### config.mk
export PLATFORM = sky130hd
export DESIGN_NAME = paddle_input_mapper
export DESIGN_NICKNAME = d
export VERILOG_FILES = /design/src/rtl/paddle_input_mapper.sv
export SDC_FILE = /design/constraint.sdc
export NUM_CORES = 1
export LEC_CHECK = 0
export CORE_ASPECT_RATIO = 0.9
export CORE_MARGIN = 10
export CORE_UTILIZATION = 45
export CTS_CLUSTER_DIAMETER = 30
export CTS_CLUSTER_SIZE = 30
export DETAILED_ROUTE_END_ITERATION = 10
export GPL_TIMING_DRIVEN = 0
export PLACE_DENSITY = 0.79
export RECOVER_POWER = 25
export SLEW_MARGIN = 0
export SYNTH_ARGS = -nofsm -noshare
export SYNTH_HDL_FRONTEND = slang
export SYNTH_SLANG_ARGS = --single-unit
### constraint.sdc
create_clock -name i_clk_sys -period 2.1 [get_ports i_clk_sys]
set_clock_uncertainty 0.05 [all_clocks]
set_input_delay 0.315 -clock i_clk_sys [delete_from_list [all_inputs] [get_ports i_clk_sys]]
set_output_delay 0.315 -clock i_clk_sys [all_outputs]
set_load 0.03 [all_outputs]
### src/rtl/paddle_input_mapper.sv
// paddle_input_mapper: maps analog/digital stick input to paddle positions and PS/2 keys to start/coin levels
module paddle_input_mapper #(
  parameter int NUM_PLAYERS = 2,
  parameter int POS_W       = 8,
  parameter int RAMP_STEP   = 2,
  parameter int TICK_DIV    = 7159
) (
  input  logic                           i_clk_sys,
  input  logic                           i_reset_n,
  input  logic [16*NUM_PLAYERS-1:0]      i_joy_analog,
  input  logic [16*NUM_PLAYERS-1:0]      i_joy_digital,
  input  logic [3*NUM_PLAYERS-1:0]       i_mode,
  input  logic [10:0]                    i_ps2_key,
  output logic [POS_W*NUM_PLAYERS-1:0]   o_paddle_vpos,
  output logic [NUM_PLAYERS-1:0]         o_start_btn,
  output logic [NUM_PLAYERS-1:0]         o_coin_btn
);
  localparam int CNT_W = (TICK_DIV > 1) ? $clog2(TICK_DIV) : 1;
  localparam logic [CNT_W-1:0] TICK_LAST = CNT_W'(TICK_DIV - 1);
  localparam logic [POS_W-1:0] STEP = POS_W'(RAMP_STEP);
  localparam logic [POS_W-1:0] MAXV = {POS_W{1'b1}};
  localparam logic [POS_W-1:0] MID = {1'b1, {(POS_W-1){1'b0}}};
  localparam logic [31:0] START_CODES = {8'h25, 8'h26, 8'h1E, 8'h16};
  localparam logic [31:0] COIN_CODES  = {8'h3E, 8'h3D, 8'h36, 8'h2E};
  logic [CNT_W-1:0] r_tick_cnt;
  logic             w_tick;
  logic             r_primed;
  logic             r_old_toggle;
  logic             w_event;
  assign w_tick  = (r_tick_cnt == TICK_LAST);
  assign w_event = r_primed & (i_ps2_key[10] ^ r_old_toggle);
  always_ff @(posedge i_clk_sys or negedge i_reset_n) begin
    if (!i_reset_n) begin
      r_tick_cnt   <= '0;
      r_primed     <= 1'b0;
      r_old_toggle <= 1'b0;
    end else begin
      r_tick_cnt   <= w_tick ? '0 : r_tick_cnt + CNT_W'(1);
      r_primed     <= 1'b1;
      r_old_toggle <= i_ps2_key[10];
    end
  end
  for (genvar g = 0; g < NUM_PLAYERS; g++) begin : g_player
    logic [7:0]       w_x;
    logic [7:0]       w_y;
    logic [7:0]       w_a8;
    logic [15:0]      w_rep;
    logic [2:0]       w_mode;
    logic             w_up;
    logic             w_dn;
    logic             w_dig;
    logic             w_enter;
    logic             w_hit_start;
    logic             w_hit_coin;
    logic             w_key_start_nxt;
    logic             w_key_coin_nxt;
    logic [POS_W-1:0] w_ramp_nxt;
    logic [POS_W-1:0] w_vpos_nxt;
    logic [POS_W-1:0] r_ramp;
    logic [POS_W-1:0] r_vpos;
    logic [2:0]       r_mode_prev;
    logic             r_key_start;
    logic             r_key_coin;
    logic             r_start;
    logic             r_coin;
    assign w_x   = i_joy_analog[16*g +: 8];
    assign w_y   = i_joy_analog[16*g+8 +: 8];
    assign w_mode = i_mode[3*g +: 3];
    assign w_up  = i_joy_digital[16*g+3];
    assign w_dn  = i_joy_digital[16*g+2];
    assign w_dig = (w_mode == 3'd4);
    assign w_enter = w_dig && (r_mode_prev != 3'd4);
    assign w_hit_start = w_event && !i_ps2_key[8] && (i_ps2_key[7:0] == START_CODES[8*g +: 8]);
    assign w_hit_coin  = w_event && !i_ps2_key[8] && (i_ps2_key[7:0] == COIN_CODES[8*g +: 8]);
    always_comb begin
      w_a8 = (w_mode == 3'd1) ? w_x + 8'h80 :
             (w_mode == 3'd2) ? w_x ^ 8'h7F :
             (w_mode == 3'd3) ? w_y ^ 8'h7F : w_y + 8'h80;
      w_rep = {w_a8, w_a8};
      // Entry into digital mode seeds the ramp from the current position so the paddle does not jump
      w_ramp_nxt = w_enter ? r_vpos :
                   (w_dig && w_tick && w_up && !w_dn) ? ((r_ramp < STEP) ? '0 : r_ramp - STEP) :
                   (w_dig && w_tick && w_dn && !w_up) ? ((r_ramp > MAXV - STEP) ? MAXV : r_ramp + STEP) :
                   r_ramp;
      w_vpos_nxt = w_enter ? r_vpos : w_dig ? r_ramp : w_rep[15 -: POS_W];
      w_key_start_nxt = w_hit_start ? i_ps2_key[9] : r_key_start;
      w_key_coin_nxt  = w_hit_coin  ? i_ps2_key[9] : r_key_coin;
    end
    always_ff @(posedge i_clk_sys or negedge i_reset_n) begin
      if (!i_reset_n) begin
        r_ramp      <= MID;
        r_vpos      <= MID;
        r_mode_prev <= 3'd0;
        r_key_start <= 1'b0;
        r_key_coin  <= 1'b0;
        r_start     <= 1'b0;
        r_coin      <= 1'b0;
      end else begin
        r_ramp      <= w_ramp_nxt;
        r_vpos      <= w_vpos_nxt;
        r_mode_prev <= w_mode;
        r_key_start <= w_key_start_nxt;
        r_key_coin  <= w_key_coin_nxt;
        r_start     <= w_key_start_nxt | i_joy_digital[16*g+4];
        r_coin      <= w_key_coin_nxt | i_joy_digital[16*g+5];
      end
    end
    assign o_paddle_vpos[POS_W*g +: POS_W] = r_vpos;
    assign o_start_btn[g] = r_start;
    assign o_coin_btn[g]  = r_coin;
  end
endmodule
==> out/summary.log, run 1 <==
[layout] ant diodes 0
[routing] # DRC 0
[routing] routed wire length 11,900 microns
[die] Std-Cell Rows 32
[timing] period utilisation layout 102%
[setup_path] critical path start-end classification reg2reg
[routing] antenna-violating nets left 0
[placed_design] worst slack after detailed placement -893 ps
[routing] average wire per standard cell 16.5 microns
[logic_synthesis] Mapped Area 0.00401 sq mm
[cts] CTS Buffer Depth 2
[placed_design] HPWL reported at the end of detailed placement 8500 microns
[routing] total iterations of the first detailed-routing run 5
[timing] worst hold margin 162 ps
[pwr] leakage component of the power 2.30 nW
[logic_synthesis] count of flip-flops with a built-in enable after synthesis 0
[logic_synthesis] Mapped Cells 487
[routing] Initial DRC Count 393
[grt] overall routing resource usage 17.8%
[placed_design] Port Buf Inserts 78
[die] die boundary height 110 microns
[cts] Max H-tree Level 3
[grt] remaining global-route overflow 0
[layout] NumNets Final 685
[setup_path] cell-by-cell listing of the critical path and4bb_1, nand4_1, buf_6, or2_4, mux2_4, o211ai_1, o21ai_1
[timing] RSZ-0062 raised after global routing true
[routing] DR vias 4,145
[timing] setup slack of the critical path after layout -40.7 ps
[cts] CTS Buf Count 9
[placed_design] placer's final routability congestion estimate 0.897
[setup_path] cell type of the slowest stage on the worst timing path sky130_fd_sc_hd__dfrtp_1
[layout] commonest non-fill, non-tap cells in the layout sky130_fd_sc_hd__clkdlybuf4s50_1 (72), sky130_fd_sc_hd__dfrtp_1 (57), sky130_fd_sc_hd__nand2_1 (56), sky130_fd_sc_hd__o21ai_0 (44), sky130_fd_sc_hd__nor2_1 (39)
[layout] total area of sequential cells 0.00153 sq mm
[run] Max-cap violations 0
[grt] pin count of the biggest net entering global routing 37
[cts] Root Buffer sky130_fd_sc_hd__clkbuf_8
[timing] Hold Vio Cnt, Final 0
[grt] antenna violations before repair 0
[die] Die Footprint 0.0131 sq mm
[die] I/O pins 103
[layout] final design area excluding fillers 0.00554 sq mm
[layout] Cell Count, Final, Fillers Out 720
[outcome] violated checks negative setup slack
[logic_synthesis] net count of the mapped netlist 576
[placed_design] placed cell areas 0.00496 sq mm
[timing] shortest period the worst path allows 2140 ps
[logic_synthesis] dominant register cell in the synthesized netlist sky130_fd_sc_hd__dfrtp_1
[routing] detail-routed via count per cell 5.76
[setup_path] nature of the critical path endpoint register
[logic_synthesis] mean area per synthesized cell 8.24 sq um
[timing] final number of setup-violating endpoints 3
[layout] multi-input combinational cell area 0.00241 sq mm
[die] chip width 120 microns
[setup_path] kind of cell adding the most delay to the critical path simple AND/OR/NAND/NOR gates
[timing] transition at the pin with the smallest max-transition slack 688 ps
[pwr] maximum vdd ir drop 0.392 mV
[layout] area added between synthesis and finish 38.1%
[grt] wire length of the first global-routing pass 19,400 microns
[layout] Layout Utilization 64.1%
[die] placeable core area 0.00865 sq mm
[logic_synthesis] share of synthesized area occupied by flip-flops and latches 38.2%
[logic_synthesis] fraction of synthesis flops using an asynchronous set or reset pin 100%
[cts] clock-pin slew of the registers on the worst-case setup and hold paths 80 ps
[die] starting density of the core 46.4%
[cts] clock tree from TritonCTS built
[setup_path] Critical Path Start Type register
[setup_path] worst-path maximum fanout 8
[setup_path] CP arrival 2330 ps
[layout] fill cell count 738
[cts] Clock Sink Count 61
[outcome] status finished with violations
[timing] number of pins exceeding their max-slew limit in the final report 0
[cts] clock network latency to the later pin of the worst-skew pair 360 ps
[layout] most common cell after layout, fill and taps aside sky130_fd_sc_hd__clkdlybuf4s50_1
[logic_synthesis] count of distinct cell types in the synthesized netlist 57
[timing] worst relative slew slack 54.1%
[layout] fraction of layout instances using a drive strength above 1 16.8%
[pwr] pwr/cell area 663 mW/mm^2
[grt] number of global-route vias before repair 4,069
[logic_synthesis] Syn. warnings 0
[worst_hold_path] kind of path behind the tightest hold check in2reg
[setup_path] required time of the critical path 2280 ps
[setup_path] highest cell delay on the worst timing path 400 ps
[logic_synthesis] number of storage elements in the synthesis netlist 61
[setup_path] count of buffering cells on the critical path with inverters included 1
[timing] peak clock frequency supported by timing 467 MHz
[placed_design] cell count after placement 685
## per-layer routing
layer / vias to the layer above / track usage [%] / share of wire, %
li1: 1980 / - / -
met1: 1921 / 22.2 / 45
met2: 205 / 28.3 / 45
met3: 39 / 4.72 / 7.5
met4: 0 / 8.69 / 2.9
met5: - / 0 / 0
## through the flow
step                TNS (ps)  power [mW]
floorplan                  0        1.98
global placement      -95050        2.35
detailed placement    -20010        2.38
CTS                        0        3.63
global route            -611        3.85
finish                 -78.4        3.68
## worst reg2reg max path, cell delays in order, from the launching register on
cell                       delay (ps)
sky130_fd_sc_hd__dfrtp_1          400
sky130_fd_sc_hd__and4bb_1         300
sky130_fd_sc_hd__nand4_1          180
sky130_fd_sc_hd__buf_6            200
sky130_fd_sc_hd__or2_4            280
sky130_fd_sc_hd__mux2_4           310
sky130_fd_sc_hd__o211ai_1         180
sky130_fd_sc_hd__o21ai_1          100
## cells by family (layout without fill, tap and decap cells)
kind of cell,after synthesis,count (layout),share of synthesized area [%]
flip-flops,61,61,38.2
buffers and inverters,56,170,5.86
adder cells (fa/ha/maj),12,12,3.37
AND/OR/NAND/NOR,190,190,23.5
XOR/XNOR,10,10,2.18
multiplexers,25,25,6.52
other,1,1,0.0935
AO/OA/AOI/OAI,132,132,20.3
## Yosys cell counts, types with 6 or more instances
| cell type | count | area, sq um |
|---|---|---|
| sky130_fd_sc_hd__nand2_1 | 58 | 218 |
| sky130_fd_sc_hd__dfrtp_1 | 57 | 1430 |
| sky130_fd_sc_hd__o21ai_0 | 46 | 230 |
| sky130_fd_sc_hd__nor2_1 | 42 | 158 |
| sky130_fd_sc_hd__a21oi_1 | 25 | 125 |
| sky130_fd_sc_hd__clkbuf_1 | 25 | 93.8 |
| sky130_fd_sc_hd__nand3_1 | 23 | 115 |
| sky130_fd_sc_hd__inv_1 | 19 | 71.3 |
| sky130_fd_sc_hd__mux2i_1 | 19 | 190 |
| sky130_fd_sc_hd__nor3_1 | 11 | 55.1 |
| sky130_fd_sc_hd__o211ai_1 | 10 | 75.1 |
| sky130_fd_sc_hd__nand4_1 | 9 | 56.3 |
| sky130_fd_sc_hd__buf_2 | 8 | 40.0 |
| sky130_fd_sc_hd__o22ai_1 | 7 | 43.8 |
| sky130_fd_sc_hd__a311oi_1 | 6 | 52.6 |
| sky130_fd_sc_hd__a31oi_1 | 6 | 37.5 |
| sky130_fd_sc_hd__and3_1 | 6 | 37.5 |
| sky130_fd_sc_hd__ha_1 | 6 | 75.1 |
| sky130_fd_sc_hd__maj3_1 | 6 | 60.1 |
| sky130_fd_sc_hd__or3_1 | 6 | 37.5 |
## power breakdown
part | switching [mW] | internal (mW) | leakage [nW] | total, mW
clock | 0.526 | 0.708 | 0.113 | 1.23
sequential | 0.137 | 1.30 | 0.744 | 1.44
combinational | 0.567 | 0.438 | 1.45 | 1.01
## repair_timing
| action | CTS | global route |
|---|---|---|
| pin swaps | 5 | 16 |
| setup buffers | 15 | 8 |
| resized for setup | 32 | 28 |
| hold buffers | 1 | 0 |
| gates cloned | 0 | 0 |
| endpoints found under the setup margin | 28 | 20 |
| endpoints found under the hold margin | 21 | 0 |
## flip-flops by register name (all words and copies together), names as in the netlist
signal	flops
g_player.r_ramp	16
g_player.r_vpos	16
r_tick_cnt	13
g_player.r_mode_prev	6
g_player.r_coin	2
g_player.r_key_coin	2
g_player.r_key_start	2
g_player.r_start	2
r_old_toggle	1
r_primed	1
## final cells by class
type / instances / share of cell area (%)
Multi-Input combinational cell: 370 / 43.4
Sequential cell: 61 / 27.6
Timing Repair Buffer: 103 / 17.5
Buffer: 32 / 3.25
Tap cell: 119 / 2.69
Clock buffer: 10 / 2.48
Clock inverter: 6 / 1.69
Inverter: 19 / 1.29
## worst paths after layout
| path | start | endpoint | slack [ps] | depth (start not counted) |
|---|---|---|---|---|
| hold reg to reg | g_player[0].r_vpos[7] | g_player[0].r_vpos[7] | 440 | 2 |
| hold / removal | i_mode[1] | g_player[0].r_mode_prev[1] | 160 | 1 |
| min in group asynchronous | i_reset_n | g_player[1].r_ramp[1] | 490 | 2 |
| setup / recovery | r_tick_cnt[10] | g_player[1].r_ramp[3] | -40 | 7 |
| max in group asynchronous | i_reset_n | g_player[0].r_vpos[1] | 890 | 3 |
| setup reg to reg | r_tick_cnt[10] | g_player[1].r_ramp[3] | -40 | 7 |
No activity file was read; power rests on OpenSTA's default activity.
==> inputs of run 2 (changes only) <==
PLACE_DENSITY = 0.77   (was 0.79)
==> run 2 against run 1 <==
- the flow still finishes with violations (negative setup slack)
- cell count down 0.83%
- sequential cell count is the same
- combinational power about the same
- total power is 1.1% lower
- hold slack better by 11 ps
- routed wire length down 1.6%
- first-iteration DRC count increased by 8.7%
- sequential power about the same
- critical path depth is 1 higher
- clock-buffer cell count increased by 1
- clock power hardly changed
- die area unchanged
==> out/summary.log, run 2 (synthesized netlist as in run 1, its figures left out) <==
[timing] setup slack of the critical path after layout -68.0 ps [-27.2 ps]
[setup_path] cell type of the slowest stage on the worst timing path sky130_fd_sc_hd__dfrtp_1
[setup_path] startpoint of the worst setup timing path r_tick_cnt[3]
[grt] remaining global-route overflow 0 [unchanged]
[cts] Clock Sink Count 61 [unchanged]
[pwr] leakage component of the power 2.27 nW [-1.5%]
[cts] Root Buffer sky130_fd_sc_hd__clkbuf_8
[layout] Top Registers g_player.r_ramp x16, g_player.r_vpos x16, r_tick_cnt x13
[pwr] clock network fraction of design power 33.9% [+0.3 points]
[layout] ant diodes 0 [unchanged]
[pwr] Total Power Consumption 3.64 mW [-1.1%]
[timing] worst hold margin 173 ps [+10.7 ps]
[setup_path] CP arrival 2350 ps [+20 ps]
[pwr] Combinational Power Share 27.0% [-0.3 points]
[layout] NumNets Final 679 [-0.88%]
[layout] fraction of layout instances using a drive strength above 1 15.1% [-1.7 points]
[routing] total length of routed met3 wires 648 microns [-27%]
[routing] routed wire length 11,700 microns [-1.6%]
[layout] fill cell count 754 [+2.2%]
[placed_design] placer's final routability congestion estimate 0.901 [+0.39%]
[setup_path] highest cell delay on the worst timing path 400 ps [about the same]
[pwr] maximum vdd ir drop 0.310 mV [-21%]
[routing] Initial DRC Count 427 [+8.7%]
[setup_path] source of the worst register-to-register timing path r_tick_cnt[3]
[die] chip width 120 microns [unchanged]
[layout] commonest non-fill, non-tap cells in the layout sky130_fd_sc_hd__clkdlybuf4s50_1 (73), sky130_fd_sc_hd__dfrtp_1 (56), sky130_fd_sc_hd__nand2_1 (54), sky130_fd_sc_hd__o21ai_0 (42), sky130_fd_sc_hd__nor2_1 (39)
[die] die boundary height 110 microns [unchanged]
[timing] transition at the pin with the smallest max-transition slack 1440 ps [+751 ps]
[setup_path] kind of cell adding the most delay to the critical path simple AND/OR/NAND/NOR gates
[setup_path] minimum setup slack among reg-to-reg paths -70 ps [-30 ps]
[pwr] switching share of power 32.3% [-1.2 points]
[routing] average wire per standard cell 16.4 microns [-0.78%]
[die] placeable core area 0.00865 sq mm [unchanged]
[cts] clock-pin slew of the registers on the worst-case setup and hold paths 70 ps [about the same]
[outcome] violated checks negative setup slack
[setup_path] worst-path maximum fanout 8 [unchanged]
[grt] pin count of the biggest net entering global routing 38 [+2.7%]
[grt] wire length of the first global-routing pass 18,600 microns [-3.8%]
[placed_design] Port Buf Inserts 78 [unchanged]
[outcome] status finished with violations
[routing] detail-routed via count per cell 5.70 [-1.0%]
[worst_hold_path] kind of path behind the tightest hold check in2reg
[timing] shortest period the worst path allows 2170 ps [+27.2 ps]
[setup_path] nature of the critical path endpoint register
[pwr] pwr/cell area 666 mW/mm^2 [+0.43%]
[timing] number of pins exceeding their max-slew limit in the final report 0 [unchanged]
[setup_path] critical path's most frequent cell sky130_fd_sc_hd__buf_6
[timing] worst relative slew slack 4.09% [-50 points]
[routing] antenna-violating nets left 0 [unchanged]
[run] Max-cap violations 0 [unchanged]
[routing] met2 wire length 5480 microns [+1.9%]
[timing] Hold Vio Cnt, Final 0 [unchanged]
[setup_path] Critical Path Start Type register
[placed_design] HPWL reported at the end of detailed placement 8370 microns [-1.6%]
[cts] clock network latency to the later pin of the worst-skew pair 360 ps [about the same]
[pwr] proportion of power drawn by flip-flops and latches 39.1% [about the same]
[die] starting density of the core 46.4% [unchanged]
[timing] peak clock frequency supported by timing 461 MHz [-1.3%]
[routing] highest metal used met4
[grt] antenna violations before repair 0 [unchanged]
[timing] period utilisation layout 103% [+1.3 points]
[cts] Max H-tree Level 3 [unchanged]
[setup_path] count of buffering cells on the critical path with inverters included 2 [+1]
[pwr] net switching power 1.17 mW [-4.5%]
[setup_path] cell-by-cell listing of the critical path and4bb_1, nand4_1, buf_6, or2_1, buf_6, mux2_4, o211ai_1, o21ai_1
[cts] clock tree from TritonCTS built
[layout] area added between synthesis and finish 36.1%
[routing] wire length on met1 5350 microns [+0.87%]
[setup_path] termination of the worst setup path g_player[1].r_ramp[3]
[setup_path] required time of the critical path 2280 ps [about the same]
[routing] total iterations of the first detailed-routing run 5 [unchanged]
[die] Die Footprint 0.0131 sq mm [unchanged]
[setup_path] endpoint of the most critical register-to-register path g_player[1].r_ramp[3]
[layout] most common cell after layout, fill and taps aside sky130_fd_sc_hd__clkdlybuf4s50_1
[die] I/O pins 103 [unchanged]
[grt] number of global-route vias before repair 3,874 [-4.8%]
[die] Std-Cell Rows 32 [unchanged]
[timing] RSZ-0062 raised after global routing true
[setup_path] total stage count of the critical path 8 [+1]
[setup_path] critical path start-end classification reg2reg
[pwr] internal power 2.46 mW [+0.65%]
[routing] DR vias 4,068 [-1.9%]
[routing] # DRC 0 [unchanged]
[grt] overall routing resource usage 17.1% [-0.75 points]
[cts] CTS Buffer Depth 2 [unchanged]
[cts] CTS Buf Count 9 [unchanged]
[setup_path] worst reg2reg path depth 8 [+1]
[timing] final number of setup-violating endpoints 6 [+3]
run 2: changes by cell type in the layout (fill, tap and decap cells not counted), moves of 2 or more:
cell,change
sky130_fd_sc_hd__clkbuf_1,+2
sky130_fd_sc_hd__clkinvlp_4,+2
sky130_fd_sc_hd__nand2_1,-2
sky130_fd_sc_hd__a21oi_1,+2
sky130_fd_sc_hd__clkinv_4,-2
sky130_fd_sc_hd__buf_4,-9
sky130_fd_sc_hd__o21ai_0,-2
run 2: metrics by stage:
| step | setup TNS, ps | cells | cell area [sq um] | worst slack, ps | utilization (%) |
|---|---|---|---|---|---|
| after floorplan | 0 | 487 | 4010 | 75.4 | - |
| after global placement | -93180 | 684 | 4940 | -1280 | 57.1 |
| after detailed placement | -18830 | 685 | 4960 | -763 | 57.3 |
| after CTS | -144 | 705 | 5310 | -49.8 | 61.3 |
| after global routing | -1620 | 714 | 5460 | -163 | 63.1 |
| final | -264 | 714 | 5460 | -68.0 | 63.1 |
run 2: worst reg2reg max path: stages, from the launching register on:
cell,delay (ps)
sky130_fd_sc_hd__dfrtp_1,400
sky130_fd_sc_hd__and4bb_1,320
sky130_fd_sc_hd__nand4_1,190
sky130_fd_sc_hd__buf_6,200
sky130_fd_sc_hd__or2_1,220
sky130_fd_sc_hd__buf_6,140
sky130_fd_sc_hd__mux2_4,290
sky130_fd_sc_hd__o211ai_1,160
sky130_fd_sc_hd__o21ai_1,90
run 2: worst min-delay path by stage:
| stage | to | slack [ps] | depth (start not counted) | startpoint |
|---|---|---|---|---|
| finish | g_player[0].r_mode_prev[1] | 170 | 1 | i_mode[1] |
| global route | g_player[0].r_mode_prev[1] | 210 | 1 | i_mode[1] |
| CTS | g_player[1].r_mode_prev[0] | 370 | 1 | i_mode[3] |
| detailed placement | g_player[1].r_start | 310 | 1 | i_reset_n |
| global placement | r_tick_cnt[9] | 410 | 1 | r_tick_cnt[9] |
| floorplan | g_player[0].r_coin | -30 | 0 | i_reset_n |
run 2: power groups by stage:
| stage | sequential (mW) | clock (mW) | combinational, mW |
|---|---|---|---|
| finish | 1.42 | 1.23 | 0.982 |
| global placement | 1.43 | 0 | 0.913 |
| CTS | 1.41 | 1.24 | 0.951 |
| detailed placement | 1.43 | 0 | 0.935 |
| global route | 1.44 | 1.28 | 1.08 |
| floorplan | 1.48 | 0 | 0.503 |
run 2: area by class of cell:
type                            count  area (sq um)  share of cell area [%]
Tap cell                          119           149                    2.73
Multi-Input combinational cell    370          2370                    43.4
Inverter                           19          71.3                    1.31
Sequential cell                    61          1530                    28.1
Timing Repair Buffer               95           908                    16.6
Buffer                             34           195                    3.58
Clock buffer                       11           151                    2.77
Clock inverter                      5          82.6                    1.51
run 2: what timing repair did:
action                                  in CTS  in global routing
hold buffers                                 1                  0
endpoints found under the setup margin      28                 28
pin swaps                                    0                 21
gates resized for setup                     24                 36
buffers inserted                             5                  8
hold endpoints to repair                    24                  0
gates cloned                                 1                  1
run 2: layer usage:
layer,vias to the layer above,GRT usage [%]
met1,1912,21.8
met3,20,3.02
li1,1968,-
met2,168,28.2
met5,-,0
met4,0,6.88
